$ cat src/rtl/fifo_pkg.sv
// Shared constants and helpers for the synchronous FIFO family.
// Read-mode encodings, default geometry and a constant-foldable clog2.
package fifo_pkg;

  localparam int MODE_STD  = 0;
  localparam int MODE_FWFT = 1;

  localparam int DEF_WIDTH = 8;
  localparam int DEF_DEPTH = 8;

  function automatic int clog2(input int value);
    int r;
    r = 0;
    while ((1 << r) < value) r++;
    return r;
  endfunction

endpackage

$ cat src/rtl/fifo_mem.sv
// FIFO storage array: synchronous write, asynchronous read, no reset.
// Contents after power-up are undefined; the controller never reads an unwritten slot.
module fifo_mem
  import fifo_pkg::*;
#(
  parameter int WIDTH = DEF_WIDTH,
  parameter int DEPTH = DEF_DEPTH
) (
  input  logic                      clk,
  input  logic                      we,
  input  logic [clog2(DEPTH)-1:0]   waddr,
  input  logic [WIDTH-1:0]          wdata,
  input  logic [clog2(DEPTH)-1:0]   raddr,
  output logic [WIDTH-1:0]          rdata
);

  logic [WIDTH-1:0] mem_q [DEPTH];

  always_ff @(posedge clk) begin
    if (we) mem_q[waddr] <= wdata;
  end

  assign rdata = mem_q[raddr];

endmodule

$ cat src/rtl/syn_fifo_v2.sv
// Synchronous FIFO with registered status flags, sticky error flags and a
// choice of registered-read or first-word-fall-through output.
module syn_fifo_v2
  import fifo_pkg::*;
#(
  parameter int WIDTH    = DEF_WIDTH,
  parameter int DEPTH    = DEF_DEPTH,
  parameter int AF_LEVEL = DEPTH - 2,
  parameter int AE_LEVEL = 2,
  parameter int FWFT     = MODE_STD
) (
  input  logic                    clk,
  input  logic                    rst,
  input  logic                    wr_en,
  input  logic [WIDTH-1:0]        wr_data,
  input  logic                    rd_en,
  input  logic                    err_clr,
  output logic [WIDTH-1:0]        rd_data,
  output logic                    rd_valid,
  output logic                    fifo_full,
  output logic                    fifo_empty,
  output logic                    fifo_almost_full,
  output logic                    fifo_almost_empty,
  output logic [clog2(DEPTH):0]   data_count,
  output logic                    overflow,
  output logic                    underflow
);

  localparam int AW = clog2(DEPTH);
  localparam int CW = AW + 1;
  localparam logic [CW-1:0] FULL_L = CW'(DEPTH);
  localparam logic [CW-1:0] AF_L   = CW'(AF_LEVEL);
  localparam logic [CW-1:0] AE_L   = CW'(AE_LEVEL);

  if ((DEPTH < 4) || ((DEPTH & (DEPTH - 1)) != 0)) begin : g_bad_depth
    $error("syn_fifo_v2: DEPTH must be a power of two and at least 4");
  end
  if (AE_LEVEL >= AF_LEVEL) begin : g_bad_levels
    $error("syn_fifo_v2: AE_LEVEL must be below AF_LEVEL");
  end

  // Handshake: a write is taken when wr_en is high and the FIFO is not full
  // (or a read is taken in the same cycle); a read is taken when rd_en is high
  // and the FIFO is not empty. rd_valid marks the cycle(s) rd_data is meaningful.
  logic [AW-1:0]    wr_ptr_q, wr_ptr_d;
  logic [AW-1:0]    rd_ptr_q, rd_ptr_d;
  logic [CW-1:0]    count_q, count_d;
  logic             full_q, full_d;
  logic             empty_q, empty_d;
  logic             af_q, af_d;
  logic             ae_q, ae_d;
  logic             ovf_q, ovf_d;
  logic             unf_q, unf_d;
  logic [WIDTH-1:0] rd_data_q, rd_data_d;
  logic             rd_valid_q, rd_valid_d;
  logic             wr_fire, rd_fire;
  logic [WIDTH-1:0] mem_rdata;

  fifo_mem #(
    .WIDTH (WIDTH),
    .DEPTH (DEPTH)
  ) u_mem (
    .clk   (clk),
    .we    (wr_fire),
    .waddr (wr_ptr_q),
    .wdata (wr_data),
    .raddr (rd_ptr_q),
    .rdata (mem_rdata)
  );

  always_comb begin
    rd_fire  = rd_en && !empty_q;
    wr_fire  = wr_en && (!full_q || rd_fire);
    wr_ptr_d = wr_fire ? wr_ptr_q + AW'(1) : wr_ptr_q;
    rd_ptr_d = rd_fire ? rd_ptr_q + AW'(1) : rd_ptr_q;

    count_d = count_q;
    case ({wr_fire, rd_fire})
      2'b10:   count_d = count_q + CW'(1);
      2'b01:   count_d = count_q - CW'(1);
      default: count_d = count_q;
    endcase

    full_d  = (count_d == FULL_L);
    empty_d = (count_d == '0);
    af_d    = (count_d >= AF_L);
    ae_d    = (count_d <= AE_L);

    // A new error in the same cycle as err_clr wins, so the set comes last.
    ovf_d = err_clr ? 1'b0 : ovf_q;
    if (wr_en && !wr_fire) ovf_d = 1'b1;
    unf_d = err_clr ? 1'b0 : unf_q;
    if (rd_en && empty_q) unf_d = 1'b1;

    rd_data_d  = rd_fire ? mem_rdata : rd_data_q;
    rd_valid_d = rd_fire;
  end

  always_ff @(posedge clk) begin
    if (rst) begin
      wr_ptr_q   <= '0;
      rd_ptr_q   <= '0;
      count_q    <= '0;
      full_q     <= 1'b0;
      empty_q    <= 1'b1;
      af_q       <= 1'b0;
      ae_q       <= 1'b1;
      ovf_q      <= 1'b0;
      unf_q      <= 1'b0;
      rd_data_q  <= '0;
      rd_valid_q <= 1'b0;
    end else begin
      wr_ptr_q   <= wr_ptr_d;
      rd_ptr_q   <= rd_ptr_d;
      count_q    <= count_d;
      full_q     <= full_d;
      empty_q    <= empty_d;
      af_q       <= af_d;
      ae_q       <= ae_d;
      ovf_q      <= ovf_d;
      unf_q      <= unf_d;
      rd_data_q  <= rd_data_d;
      rd_valid_q <= rd_valid_d;
    end
  end

  // In fall-through mode the head entry is shown directly; zero while empty.
  assign rd_data  = (FWFT == MODE_FWFT) ? (empty_q ? '0 : mem_rdata) : rd_data_q;
  assign rd_valid = (FWFT == MODE_FWFT) ? !empty_q : rd_valid_q;

  assign fifo_full         = full_q;
  assign fifo_empty        = empty_q;
  assign fifo_almost_full  = af_q;
  assign fifo_almost_empty = ae_q;
  assign data_count        = count_q;
  assign overflow          = ovf_q;
  assign underflow         = unf_q;

endmodule

$ cat config.mk
export PLATFORM = sky130hd
export DESIGN_NAME = syn_fifo_v2
export DESIGN_NICKNAME = d
export VERILOG_FILES = /design/src/rtl/fifo_pkg.sv /design/src/rtl/fifo_mem.sv /design/src/rtl/syn_fifo_v2.sv
export SDC_FILE = /design/constraint.sdc
export NUM_CORES = 1
export LEC_CHECK = 0
export BUFFER_PORTS_ARGS = -buffer_cell sky130_fd_sc_hd__buf_2
export CAP_MARGIN = 10
export CORE_ASPECT_RATIO = 0.6
export CORE_MARGIN = 2
export CORE_UTILIZATION = 58
export CTS_CLUSTER_SIZE = 24
export DETAILED_ROUTE_END_ITERATION = 12
export PLACE_DENSITY_LB_ADDON = 0.1
export SYNTH_ARGS = -nofsm -noshare
export SYNTH_HDL_FRONTEND = slang
export SYNTH_HIERARCHICAL = 1
export SYNTH_SLANG_ARGS = --single-unit
$ cat constraint.sdc
create_clock -name clk -period 3.1 [get_ports clk]
set_input_delay 0.465 -clock clk [delete_from_list [all_inputs] [get_ports clk]]
set_output_delay 0.465 -clock clk [all_outputs]
set_load 0.005 [all_outputs]
==> flow_summary_export.csv <==
group,metric,value,unit
pwr,p_comb_share,19.7,%
timing,slew_violations,0,
synthesis,synthXorXnorAreaFrac,2.152,%
global_routing,antenna_found_initial,0,
drt,drt_pass1_iterations,4,
placement,dp_hpwl,4361,um
synthesis,yosysTopAreaCellShare,53.31,%
drt,vias,1943,
global_routing,overflow,0,
synthesis,synth_area,3605,um^2
synthesis,synth_cells,224,
drt,ant_nets,0,
setup_path,startpoint_type,"flop",
clock_tree,clk_path_buf_depth,2,
synthesis,yosys-top-cells-count,"64 x edfxtp_1, 25 x dfxtp_1, 23 x nand2_1",
setup_path,required,3.38,ns
final_layout,drive_gt1_share,26.77,%
final_layout,nNetsFinal,282,
pwr,internal_power,2.110,mW
final_layout,num_antenna_cells,0,
floorplan,start_util,59.52,%
final_layout,fillCellCount,443,
synthesis,yosysMostFrequentCell,"edfxtp_1",
final_layout,stdcell_area,4073,um^2
synthesis,synth_async_sr_flop_share,0,%
setup_path,slowest_stage,"dfxtp_1",
floorplan,dieArea,6882,um^2
pwr,power_frac_seq,50.8,%
pwr,p_sw,757.3,uW
timing,worstMarginPinSlew,0.7936,ns
placement,dp_cells,337,
pwr,leakage,1.489,nW
clock_tree,cts_setup_buffers,0,
final_layout,syn_to_final_growth,12.98,%
setup_path,path_max_fanout,13,
clock_tree,clk_pin_slew,0.08,ns
placement,place_ws,0.4002,ns
clock_tree,cts_made_buffers,9,
synthesis,ys_top_cells_by_area,"edfxtp_1 53%, dfxtp_1 14%, mux4_1 11%, mux2_2 2.5%, nand2_1 2.4%",
synthesis,synth_top_family_by_area,"multiplexers",
setup_path,setup.worst_path.end_class,"flop",
synthesis,synth_flop_cell,"edfxtp_1",
timing,fmax,392.4,MHz
synthesis,synthMuxAreaShare,14.89,%
global_routing,grtUsageTotal,21.18,%
clock_tree,cts_hold_buf,0,
drt,routed_wl,6452,um
placement,port_buffers,31,
timing,setup_viol,0,
timing,clock_skew,0.006172,ns
synthesis,synth_area_leader_cell,"edfxtp_1",
clock_tree,clk_latency,0.34,ns
setup_path,crit_type,"reg -> reg",
placement,gp_congestion,0.7206,
setup_path,worstPathArrival,2.83,ns
floorplan,chipHeight,65.07,um
setup_path,crit_chain,"nand2b_1, inv_1, ha_1, xor2_1, ha_1, a21oi_2, mux2i_1, xor2_1, o21a_1, nor3b_2",
pwr,power_density,704.1,nW/um^2
outcome,outcome,"finished, final reports clean",
global_routing,grt_pass1_wl,10370,um
global_routing,grt_pass1_vias,1921,
clock_tree,cts_tree,"done",
worst_hold_path,hp-class,"in -> reg",
placement,place_area,3855,um^2
pwr,power_frac_clock,29.4,%
floorplan,fp-row-count,22,
clock_tree,htree_levels,3,
drt,drt_iter0_drc,62,
clock_tree,cts-root-buf,"clkbuf_8",
synthesis,synth_enable_flop_cells,64,
timing,fin_crit_sh,82.21,%
synthesis,synth_nets,242,
synthesis,synthSimpleGateAreaFrac,7.289,%
timing,tns,0,ns
synthesis,ys_seq_area_share,67.20,%
clock_tree,clock_sinks,89,
timing,holdWs,0.3833,ns
floorplan,die_w,105.8,um
drt,wl_per_cell,18.28,um
synthesis,ys_seq_elements,89,
drt,viasPerCell,5.504,
final_layout,fin_cells,353,
floorplan,pin_count,32,
timing,hold_violations,0,
global_routing,grt_max_degree,26,
timing,rsz0062_at_grt,"no",
synthesis,syn_area_per_cell,16.09,um^2
synthesis,yosys_warnings,6,
flow_run,maxCapViolCount,0,
floorplan,core,6056,um^2
synthesis,synth-compound-area-share,3.749,%
drt,drc,0,
synthesis,synth_adder_area_share,1.736,%
setup_path,cp_slowest_stage_delay,0.33,ns
synthesis,ys_types,38,
pwr,max-vdd-ir-drop,0.3090,mV
pwr,swShare,26.41,%
clock_tree,cts.repair.resized,0,
timing,period_needed,2.549,ns
timing,fin_ws,0.5513,ns
timing,slew_headroom,47.02,%
## layout make-up
cell class / instances / area (um^2) / area share (%)
Timing Repair Buffer: 42 / 237.7 / 5.837
Clock inverter: 7 / 93.84 / 2.304
Multi-Input combinational cell: 118 / 1075 / 26.39
Inverter: 4 / 15.01 / 0.3687
Clock buffer: 9 / 123.9 / 3.041
Sequential cell: 89 / 2422 / 59.48
Tap cell: 84 / 105.1 / 2.581
## cells in the final DEF (no fill, tap or decap), types with 3 or more instances in the layout
cell,n
ha_1,5
nor3_1,3
inv_1,4
xor2_1,5
dfxtp_1,25
nand2_1,23
buf_4,11
nor2_1,20
clkbuf_8,9
mux4_1,15
mux2i_1,3
edfxtp_1,64
nand2b_1,4
buf_2,31
a21oi_1,10
mux2_2,8
## critical path, delay by kind of cell, from the launching register on
family | cells | cell delay, ns
muxes | 1 | 0.24
buffers and inverters | 1 | 0.32
AOI/OAI and AO/OA | 2 | 0.32
DFF | 1 | 0.33
xor gates and xnor gates | 2 | 0.41
adders and majority gates | 2 | 0.52
and+or+nand+nor | 2 | 0.34
## final timing paths
kind	start	to	slack [ns]	cells after the start
worst max-delay path	fifo_empty	fifo_full	0.55	10
worst min-delay path	wr_data[4]	u_mem/mem_q[1][4]	0.38	1
worst max register to register	fifo_empty	fifo_full	0.55	10
worst min register to register	rd_data[7]	rd_data[7]	0.46	2
## logic make-up (layout without fill, tap and decap cells)
family	Yosys count	after routing
flops	89	89
simple gates	58	58
mux	27	27
compound gates	20	20
buf+inv	17	62
xor+xnor	8	8
fa+ha+maj	5	5
## metrics by stage
stage,utilization [%],power [mW]
2_1_floorplan,-,1.905
3_3_place_gp,63.66,2.032
3_5_place_dp,63.66,2.053
4_1_cts,67.25,2.895
5_1_grt,67.25,3.005
6_report,67.25,2.868
## power groups by stage
stage / sequential (mW) / combinational (mW) / clock (mW)
2_1_floorplan: 1.46 / 0.448 / 0
3_3_place_gp: 1.48 / 0.553 / 0
3_5_place_dp: 1.48 / 0.568 / 0
4_1_cts: 1.46 / 0.570 / 0.866
5_1_grt: 1.47 / 0.626 / 0.906
6_report: 1.46 / 0.565 / 0.844
## registers in the layout (all words and copies together), names as in the netlist
name	flops
u_mem/mem_q	64
rd_data	8
data_count	4
rd_ptr_q	3
wr_ptr_q	3
fifo_almost_empty	1
fifo_almost_full	1
fifo_empty	1
fifo_full	1
overflow	1
rd_valid	1
underflow	1
## per-layer routing
metal,GRT usage [%],vias up,share of wire [%]
met5,0,-,0
met4,7.401,0,0.88
met3,4.930,7,6.4
met2,32.26,53,45
met1,30.44,964,48
li1,-,919,-
Power figures use the tool's default switching activity.
